### src/rtl/conn_ctrl_sequencer.sv
// Bind/unbind control sequencer: queues host requests, issues them one at a time with timeout.
// Optional re-issue on timeout is enabled by defining CONN_CTRL_RETRY_EN.
module conn_ctrl_sequencer #(
    parameter int CONN_ID_WIDTH  = 18,
    parameter int FIFO_DEPTH     = 8,
    parameter int TIMEOUT_CYCLES = 1024,
    parameter int RETRY_MAX      = 3
) (
    input  logic                     s00_axis_aclk,
    input  logic                     s00_axis_areset,
    input  logic                     s00_axis_req_valid,
    output logic                     s00_axis_req_ready,
    input  logic [31:0]              s00_axis_req_ipAddr,
    input  logic [15:0]              s00_axis_req_udpPort,
    input  logic                     s00_axis_req_bind,
    input  logic [7:0]               s00_axis_req_tag,
    output logic                     m02_axis_tvalid,
    input  logic                     m02_axis_tready,
    output logic [127:0]             m02_axis_tdata,
    output logic                     m02_axis_tlast,
    output logic [6:0]               m02_axis_tstrb,
    input  logic                     s02_axis_tvalid,
    output logic                     s02_axis_tready,
    input  logic [31:0]              s02_axis_tdata,
    output logic                     m00_axis_cpl_valid,
    input  logic                     m00_axis_cpl_ready,
    output logic [7:0]               m00_axis_cpl_tag,
    output logic [1:0]               m00_axis_cpl_status,
    output logic [CONN_ID_WIDTH-1:0] m00_axis_cpl_connectionId,
    output logic                     busy,
    output logic [15:0]              stat_ok,
    output logic [15:0]              stat_fail,
    output logic [15:0]              stat_stray
);
    localparam int AW = $clog2(FIFO_DEPTH);
    localparam int CW = AW + 1;
    localparam int TW = (TIMEOUT_CYCLES < 2) ? 1 : $clog2(TIMEOUT_CYCLES);
    localparam logic [1:0] ST_OK = 2'd0, ST_NACK = 2'd1, ST_FULL = 2'd2, ST_TIMEOUT = 2'd3;

    typedef enum logic [1:0] {IDLE, ISSUE, WAIT, CPL} state_t;

    function automatic logic [15:0] sat_inc(input logic [15:0] v);
        return (v == 16'hFFFF) ? v : v + 16'd1;
    endfunction

    state_t         state, state_next;
    logic [56:0]    fifo_mem [FIFO_DEPTH];
    logic [AW-1:0]  wr_ptr, rd_ptr;
    logic [CW-1:0]  count, count_next;
    logic [56:0]    head;
    logic [7:0]     hold_tag;
    logic [TW-1:0]  timer;
    logic           push, pop, rsp_fire, rsp_take, expire, retry, stray, can_retry, cpl_hs;
    logic           rsp_ack, rsp_full;
    logic           unused_rsp_bits;

    assign s00_axis_req_ready = (count != CW'(FIFO_DEPTH));
    assign push               = s00_axis_req_valid & s00_axis_req_ready;
    assign head               = fifo_mem[rd_ptr];
    assign s02_axis_tready    = !s00_axis_areset && (state != CPL);
    assign rsp_fire           = s02_axis_tvalid & s02_axis_tready;
    assign rsp_ack            = s02_axis_tdata[CONN_ID_WIDTH];
    assign rsp_full           = s02_axis_tdata[CONN_ID_WIDTH+1];
    assign cpl_hs             = m00_axis_cpl_valid & m00_axis_cpl_ready;
    assign m02_axis_tlast     = 1'b1;
    assign m02_axis_tstrb     = 7'h7F;
    assign unused_rsp_bits    = ^s02_axis_tdata[31:CONN_ID_WIDTH+2];

`ifdef CONN_CTRL_RETRY_EN
    localparam int RW = (RETRY_MAX < 1) ? 1 : $clog2(RETRY_MAX + 1);
    logic [RW-1:0] retry_cnt;

    assign can_retry = (retry_cnt < RW'(RETRY_MAX));

    always_ff @(posedge s00_axis_aclk) begin
        if (s00_axis_areset) begin
            retry_cnt <= '0;
        end else if (pop) begin
            retry_cnt <= '0;
        end else if (retry) begin
            retry_cnt <= retry_cnt + RW'(1);
        end
    end
`else
    assign can_retry = 1'b0;
`endif

    always_ff @(posedge s00_axis_aclk) begin
        if (s00_axis_areset) state <= IDLE;
        else                 state <= state_next;
    end

    always_comb begin
        state_next = state;
        pop        = 1'b0;
        rsp_take   = 1'b0;
        expire     = 1'b0;
        retry      = 1'b0;
        stray      = 1'b0;
        case (state)
            IDLE: begin
                stray = rsp_fire;
                if (count != '0) begin
                    pop        = 1'b1;
                    state_next = ISSUE;
                end
            end
            ISSUE: begin
                stray = rsp_fire;
                if (m02_axis_tvalid && m02_axis_tready) state_next = WAIT;
            end
            WAIT: begin
                // A response on the expiry cycle takes precedence over the timeout.
                if (rsp_fire) begin
                    rsp_take   = 1'b1;
                    state_next = CPL;
                end else if (timer == TW'(TIMEOUT_CYCLES - 1)) begin
                    if (can_retry) begin
                        retry      = 1'b1;
                        state_next = ISSUE;
                    end else begin
                        expire     = 1'b1;
                        state_next = CPL;
                    end
                end
            end
            CPL: begin
                if (cpl_hs) state_next = IDLE;
            end
            default: state_next = IDLE;
        endcase
        count_next = count + CW'(push) - CW'(pop);
    end

    always_ff @(posedge s00_axis_aclk) begin
        if (push) fifo_mem[wr_ptr] <= {s00_axis_req_tag, s00_axis_req_bind,
                                       s00_axis_req_udpPort, s00_axis_req_ipAddr};
        if (pop) hold_tag <= head[56:49];
    end

    always_ff @(posedge s00_axis_aclk) begin
        if (s00_axis_areset) begin
            wr_ptr                    <= '0;
            rd_ptr                    <= '0;
            count                     <= '0;
            timer                     <= '0;
            busy                      <= 1'b0;
            m02_axis_tvalid           <= 1'b0;
            m02_axis_tdata            <= '0;
            m00_axis_cpl_valid        <= 1'b0;
            m00_axis_cpl_tag          <= '0;
            m00_axis_cpl_status       <= '0;
            m00_axis_cpl_connectionId <= '0;
            stat_ok                   <= '0;
            stat_fail                 <= '0;
            stat_stray                <= '0;
        end else begin
            if (push) wr_ptr <= wr_ptr + AW'(1);
            if (pop)  rd_ptr <= rd_ptr + AW'(1);
            count <= count_next;
            busy  <= (state_next != IDLE) || (count_next != '0);

            if (pop) begin
                m02_axis_tdata  <= {79'd0, head[48:0]};
                m02_axis_tvalid <= 1'b1;
            end else if (retry) begin
                m02_axis_tvalid <= 1'b1;
            end else if (state == ISSUE && state_next == WAIT) begin
                m02_axis_tvalid <= 1'b0;
            end

            if (state == ISSUE) timer <= '0;
            else if (state == WAIT) timer <= timer + TW'(1);

            if (rsp_take) begin
                m00_axis_cpl_valid        <= 1'b1;
                m00_axis_cpl_tag          <= hold_tag;
                m00_axis_cpl_status       <= rsp_full ? ST_FULL : (rsp_ack ? ST_OK : ST_NACK);
                m00_axis_cpl_connectionId <= (!rsp_full && rsp_ack) ?
                                             s02_axis_tdata[CONN_ID_WIDTH-1:0] : '0;
            end else if (expire) begin
                m00_axis_cpl_valid        <= 1'b1;
                m00_axis_cpl_tag          <= hold_tag;
                m00_axis_cpl_status       <= ST_TIMEOUT;
                m00_axis_cpl_connectionId <= '0;
            end else if (cpl_hs) begin
                m00_axis_cpl_valid <= 1'b0;
            end

            if (cpl_hs) begin
                if (m00_axis_cpl_status == ST_OK) stat_ok   <= sat_inc(stat_ok);
                else                              stat_fail <= sat_inc(stat_fail);
            end
            if (stray) stat_stray <= sat_inc(stat_stray);
        end
    end
endmodule

### config.mk
export PLATFORM = sky130hd
export DESIGN_NAME = conn_ctrl_sequencer
export DESIGN_NICKNAME = d
export VERILOG_FILES = /design/src/rtl/conn_ctrl_sequencer.sv
export SDC_FILE = /design/constraint.sdc
export NUM_CORES = 1
export LEC_CHECK = 0
export CAP_MARGIN = 10
export CORE_AREA = 2 2 225 227
export CTS_CLUSTER_DIAMETER = 30
export CTS_CLUSTER_SIZE = 12
export DETAILED_ROUTE_END_ITERATION = 10
export DIE_AREA = 0 0 227 229
export PLACE_DENSITY = 0.73
export SLEW_MARGIN = 15
export SYNTH_ARGS = -nofsm -noshare
export SYNTH_HDL_FRONTEND = slang
export SYNTH_SLANG_ARGS = --single-unit
### constraint.sdc
create_clock -name s00_axis_aclk -period 17.5 [get_ports s00_axis_aclk]
set_clock_uncertainty 0.05 [all_clocks]
set_input_delay 3.5 -clock s00_axis_aclk [delete_from_list [all_inputs] [get_ports s00_axis_aclk]]
set_output_delay 3.5 -clock s00_axis_aclk [all_outputs]
set_load 0.05 [all_outputs]
==> out/qor.yml, run 1 <==
grt_pass1_vias: 14050
ys.warnings.count: 0
p_comb_share_pct: 19.5
grt_start_max_net_pins: 96
worstSetupStartpointType: "input pin"
cts_buffer_depth: 3
final_cell_mix: "464 x edfxtp_1, 211 x clkdlybuf4s50_1, 150 x dfxtp_1"
h_tree_level_count: 3
critical_path_peak_fanout: 49
clock_sinks: 617
routedWlPerCell_microns: 20.63
drt.antenna.violating_nets: 0
cts-hold-fix-buffers: 0
grt_setup_unrepaired: "false"
ys_seq_area_share_pct: 69.20
final_net_count: 1854
relSlewSlack_pct: 25.41
cts.repair_timing.setup_buffer_count: 0
worst_pin_slew_ps: 1110
drt_drc_violations_left: 0
power.share.sequential_pct: 35.6
most_instantiated_flip_flop_cell_in_the_synthesis_netlist: "edfxtp_1"
cts_root_buffer: "clkbuf_16"
power_per_cell_area_nw_per_um2: 163.4
static-leakage-power_nw: 10.45
worst_ep_arrival_time_ps: 4760
fin_setup_tns_ps: 0
critical_path.endpoint_type: "primary output"
drt_wl_total_microns: 52040
area.sequential_sq_um: 17010
post-dp-hpwl_microns: 27460
floorplan.die.width_microns: 227
p_clk_share_pct: 44.9
full_die_area_sq_um: 51980
setup_viol: 0
clkTransAtPathRegs_ps: 50
hold-path-endpoint: "m00_axis_cpl_tag[6]"
finalHoldViolCount: 0
grt_pass1_wl_microns: 79290
route.detailed.vias_per_inst: 5.451
status: "completed"
top_level_ports: 312
fp-row-count: 82
grt_overflow_total: 0
postLayoutCellArea_sq_um: 31150
worst_r2r_path_depth: 5
start_point_of_the_worst_min_delay_path: "m00_axis_cpl_tag[6]"
initialDrtViolationCount: 812
start_util_pct: 49.46
number_of_max_slew_violations_in_the_final_report: 0
worst_r2r_endpoint: "m02_axis_tdata[31]"
post_route_cells_drive_above_1_share_pct: 20.49
worstSetupPathType: "in -> out"
holdCritPathClass: "reg -> reg"
core_ar_sq_um: 49660
yosys_register_bits: 617
synth_edf_count: 464
initial_antenna_violation_count: 5
grtUsageTotal_pct: 20.09
critical_path_required_ps: 13950
tritoncts: "yes"
final_common_cell: "edfxtp_1"
internal_power_mw: 3.613
netlist_instances: 1479
route.vias.total: 13750
netSwitchingFraction_pct: 29.02
cts_buffers: 116
ys_types: 69
fillerInstances: 3580
die_ht_microns: 229
routabilityCongestion: 0.8481
rrSetupSlack_ps: 13870
power.ir.vdd_worst_uv: 154.0
place.port_buffers: 212
insertion_delay_ps: 670
final.period_utilization_pct: 47.46
multi_input_comb_area_sq_um: 6824
cts_resized: 0
first_pass_iters: 5
asyncSetResetFlopFracSynth_pct: 0
hold_path_depth: 2
max_cap_violations: 0
fmax_mhz: 120.4
synthesis.area_sq_um: 24560
net_switching_power_figure_mw: 1.477
average_cell_area_after_synthesis_sq_um: 16.61
flow.area_growth_from_synthesis_pct: 26.81
post_dp_cell_area_sq_um: 26980
finalCriticalPeriod_ps: 8306
==> power groups by stage <==
stage / Clock [mW] / Combinational, mW / Sequential, mW
final: 2.29 / 0.990 / 1.81
after global routing: 2.40 / 1.06 / 1.83
after CTS: 2.33 / 1.00 / 1.81
after detailed placement: 0 / 0.995 / 1.84
after global placement: 0 / 0.981 / 1.83
after floorplan: 0 / 0.554 / 2.01
==> final cells by class <==
class,count,share of cell area [%]
multi-input combinational,766,21.91
clock buffer,134,9.729
antenna,1,0.008034
tap,672,2.699
inverter,17,0.2049
clock inverter,88,3.635
timing repair buffer,228,7.214
sequential,617,54.60
==> synth_stat cells (3+ instances only) <==
| library cell | instances | area, sq um |
|---|---|---|
| nor2b_1 | 25 | 156.4 |
| mux4_2 | 114 | 2567 |
| dfxtp_1 | 153 | 3063 |
| xnor2_1 | 3 | 26.28 |
| a21oi_1 | 42 | 210.2 |
| or3_1 | 4 | 25.02 |
| o31ai_1 | 6 | 45.04 |
| and4_1 | 8 | 70.07 |
| edfxtp_1 | 464 | 13930 |
| or4_1 | 8 | 60.06 |
| nor4_1 | 8 | 50.05 |
| o21ai_0 | 14 | 70.07 |
| buf_4 | 89 | 668.1 |
| nor3_1 | 12 | 60.06 |
| nand2_1 | 34 | 127.6 |
| buf_6 | 9 | 101.4 |
| xor2_1 | 8 | 70.07 |
| a22o_1 | 18 | 157.7 |
| and3_1 | 8 | 50.05 |
| mux2i_1 | 58 | 580.6 |
| clkbuf_1 | 30 | 112.6 |
| and2_1 | 8 | 50.05 |
| a31oi_1 | 4 | 25.02 |
| o41ai_1 | 3 | 26.28 |
| buf_1 | 6 | 22.52 |
| mux2_2 | 19 | 214.0 |
| a211oi_1 | 58 | 435.4 |
| buf_2 | 30 | 150.1 |
| nor2_1 | 106 | 397.9 |
| nand3_1 | 26 | 130.1 |
| mux2_1 | 10 | 112.6 |
| nand4_1 | 16 | 100.1 |
| ha_1 | 12 | 150.1 |
| nand2b_1 | 3 | 18.77 |
| nand3_2 | 4 | 40.04 |
| o311ai_0 | 3 | 26.28 |
| inv_1 | 16 | 60.06 |
==> per-stage QoR <==
step                      utilization (%)  instances  power (mW)  hold WS (ps)  setup slack [ps]
final                               62.73       2523       5.090         417.1              9194
after global routing                62.73       2523       5.287         443.3              9175
after CTS                           62.71       2522       5.146         419.6              9194
after detailed placement            54.33       2300       2.834         414.0              9196
after global placement              54.33       2300       2.813         408.8              9204
after floorplan                         -       1564       2.564         412.2              8980
==> how the worst max path moves through the flow <==
stage | endpoint | startpoint | depth (start not counted)
after floorplan | s02_axis_tready | s00_axis_areset | 5
after global placement | s02_axis_tready | s00_axis_areset | 3
after detailed placement | s02_axis_tready | s00_axis_areset | 3
after CTS | s02_axis_tready | s00_axis_areset | 3
after global routing | s02_axis_tready | s00_axis_areset | 3
final | s02_axis_tready | s00_axis_areset | 3
==> registers in the layout, summed over array words and instances, names as in the netlist, 10 cells and up, named ones only <==
name / count
fifo_mem: 456
m00_axis_cpl_connectionId: 18
m02_axis_tdata: 49
stat_fail: 16
stat_ok: 16
stat_stray: 16
timer: 10
==> worst max-delay path, cell delays in order <==
cell and delay (ps):
buf_6 220, a21oi_1 190, clkdlybuf4s50_1 830
==> kinds of logic after synthesis <==
family                   count (synthesis)  share of synthesized area (%)
buffers and inverters                  181                          4.554
multiplexers                           201                          14.15
other                                    2                        0.03058
flip-flops                             617                          69.20
adder cells (fa/ha/maj)                 13                         0.6928
AND/OR/NAND/NOR                        288                          6.327
XOR/XNOR                                11                         0.3923
AO/OA/AOI/OAI                          166                          4.661
==> routing by layer <==
| layer | global-route usage (%) | share of wire, % |
|---|---|---|
| met2 | 33.04 | 49 |
| met5 | 0 | 0.10 |
| met4 | 6.801 | 1.8 |
| met3 | 4.708 | 7.7 |
| met1 | 26.37 | 41 |
Power figures use the tool's default switching activity.
==> run 2: changes to the inputs <==
--- a/config.mk
+++ b/config.mk
@@ -11,7 +11,7 @@
 export CTS_CLUSTER_SIZE = 12
 export DETAILED_ROUTE_END_ITERATION = 10
 export DIE_AREA = 0 0 227 229
-export PLACE_DENSITY = 0.73
+export PLACE_DENSITY = 0.76
 export SLEW_MARGIN = 15
 export SYNTH_ARGS = -nofsm -noshare
 export SYNTH_HDL_FRONTEND = slang
==> constraint.sdc (replaced) <==
create_clock -name s00_axis_aclk -period 6.9 [get_ports s00_axis_aclk]
set_clock_uncertainty 0.05 [all_clocks]
set_input_delay 1.38 -clock s00_axis_aclk [delete_from_list [all_inputs] [get_ports s00_axis_aclk]]
set_output_delay 1.38 -clock s00_axis_aclk [all_outputs]
set_load 0.05 [all_outputs]
==> run 2 against run 1 <==
Cell count unchanged. Setup slack got worse by 6500 ps. First-iteration DRC count rose by 23%. Design area decreased by 0.35%. Die area unchanged. Routed wire length grew 1.3%. Sequential share of layout area up 0.19 points. Global-route usage increased by 0.47 points. Power increased to 2.5 times the previous value. Critical path depth is the same.
==> out/qor.yml, run 2 (synthesized netlist as in run 1, its figures left out) <==
status: "completed"
route.vias.total: 13730
crit-reg2reg-launch: "count[2]"
tritoncts: "yes"
routedWlPerCell_microns: 20.89
clock_sinks: 617
final_common_cell: "edfxtp_1"
worst_ep_arrival_time_ps: 2780
post_route_cells_drive_above_1_share_pct: 20.51
flow.area_growth_from_synthesis_pct: 26.37
hold-path-endpoint: "m00_axis_cpl_tag[6]"
final_cell_mix: "464 x edfxtp_1, 211 x clkdlybuf4s50_1, 150 x dfxtp_1"
setup_viol: 0
routabilityCongestion: 0.8126
worst_r2r_path_depth: 7
static-leakage-power_nw: 10.43
cts_root_buffer: "clkbuf_16"
grtUsageTotal_pct: 20.56
registers_with_the_highest_flip_flop_counts: "fifo_mem x456, m02_axis_tdata x49, m00_axis_cpl_connectionId x18"
start_util_pct: 49.46
fmax_mhz: 237.5
initial_antenna_violation_count: 8
relSlewSlack_pct: 26.57
final_net_count: 1855
final_util_pct: 62.51
layout.cells.non_filler: 2523
drt_drc_violations_left: 0
cts_resized: 0
route.detailed.vias_per_inst: 5.442
worst_slack_ps: 2689
grt_overflow_total: 0
hold_path_depth: 2
fp-row-count: 82
largest_register_ffs: 456
drt_wl_total_microns: 52720
power.ir.vdd_worst_uv: 303.1
postLayoutCellArea_sq_um: 31040
finalHoldViolCount: 0
worstSetupStartpointType: "input pin"
number_of_max_slew_violations_in_the_final_report: 0
initialDrtViolationCount: 995
finalHoldWorstSlack_ps: 413.6
worstSetupPathType: "in -> out"
critical_path.endpoint_type: "primary output"
insertion_delay_ps: 640
post-place-ws_ps: 2600
holdCritPathClass: "reg -> reg"
top_level_ports: 312
grt_setup_unrepaired: "false"
h_tree_level_count: 3
fin_setup_tns_ps: 0
timing.critical_path.slowest_stage_cell: "clkdlybuf4s50_1"
largest-register: "fifo_mem"
crit_path_max_incr_delay_ps: 740
max_cap_violations: 0
rrSetupSlack_ps: 3740
place.detailed.instances: 2301
clkTransAtPathRegs_ps: 50
worst_pin_slew_ps: 1102
die_ht_microns: 229
floorplan.die.width_microns: 227
area.sequential_sq_um: 17010
grt_pass1_wl_microns: 81250
critical_path_required_ps: 5470
critical_path_peak_fanout: 77
place.port_buffers: 212
power_per_cell_area_nw_per_um2: 412.9
final.period_utilization_pct: 61.03
full_die_area_sq_um: 51980
post-dp-hpwl_microns: 28470
core_ar_sq_um: 49660
cts_buffer_depth: 3
first_pass_iters: 5
worst_r2r_endpoint: "fifo_mem[2][22]"
grt_pass1_vias: 14210
cts.repair_timing.setup_buffer_count: 0
post_dp_cell_area_sq_um: 27010
grt_start_max_net_pins: 91
cts_buffers: 116
finalCriticalPeriod_ps: 4211
post-layout-total-power_mw: 12.82
cts-hold-fix-buffers: 0
start_point_of_the_worst_min_delay_path: "m00_axis_cpl_tag[6]"
cp_cell_sequence: "buf_6, a21oi_1, clkdlybuf4s50_1"
fillerInstances: 3507
multi_input_comb_area_sq_um: 6824
drt.antenna.violating_nets: 0
[run 2: cell count changes in the layout (fill, tap and decap cells not counted), sizes merged, moves of 2 or more]
cell	before	now
clkinvlp	15	11
diode	1	3
inv	30	41
bufinv	17	15
clkinv	43	38
clkbuf	134	131
[run 2: power breakdown]
part	internal, mW	total [mW]	switching (mW)
clock network	3.75	5.68	1.93
registers	4.36	4.59	0.224
logic	0.973	2.55	1.58
total	9.09	12.8	3.73
[run 2: critical path: cells and delay by family]
| kind | cells | cell delay, ps |
|---|---|---|
| buffers and inverters | 2 | 1290 |
| AOI/OAI and AO/OA | 1 | 90 |
[run 2: worst max path at each step]
stage	start	to	slack, ps	depth (start not counted)
detailed placement	s00_axis_req_valid	fifo_mem[2][22]	2600	5
global placement	s00_axis_req_valid	fifo_mem[2][22]	2630	5
floorplan	s00_axis_req_valid	fifo_mem[0][0]	610	3
global route	s00_axis_areset	s02_axis_tready	2610	3
finish	s00_axis_areset	s02_axis_tready	2690	3
CTS	s00_axis_areset	s02_axis_tready	2660	3
[run 2: layout make-up]
class,count,share of cell area [%]
timing repair buffer,229,7.332
sequential,617,54.79
clock buffer,131,9.799
tap,672,2.709
inverter,17,0.2056
clock inverter,88,3.152
multi-input combinational,766,21.98
antenna,3,0.02419
[run 2: metal layers]
metal	vias up	global-route usage [%]	part of all wire [%]
met5	-	0	0.13
li1	6223	-	-
met3	96	5.170	7.2
met4	10	6.842	1.8
met2	474	33.22	49
met1	6928	27.34	42
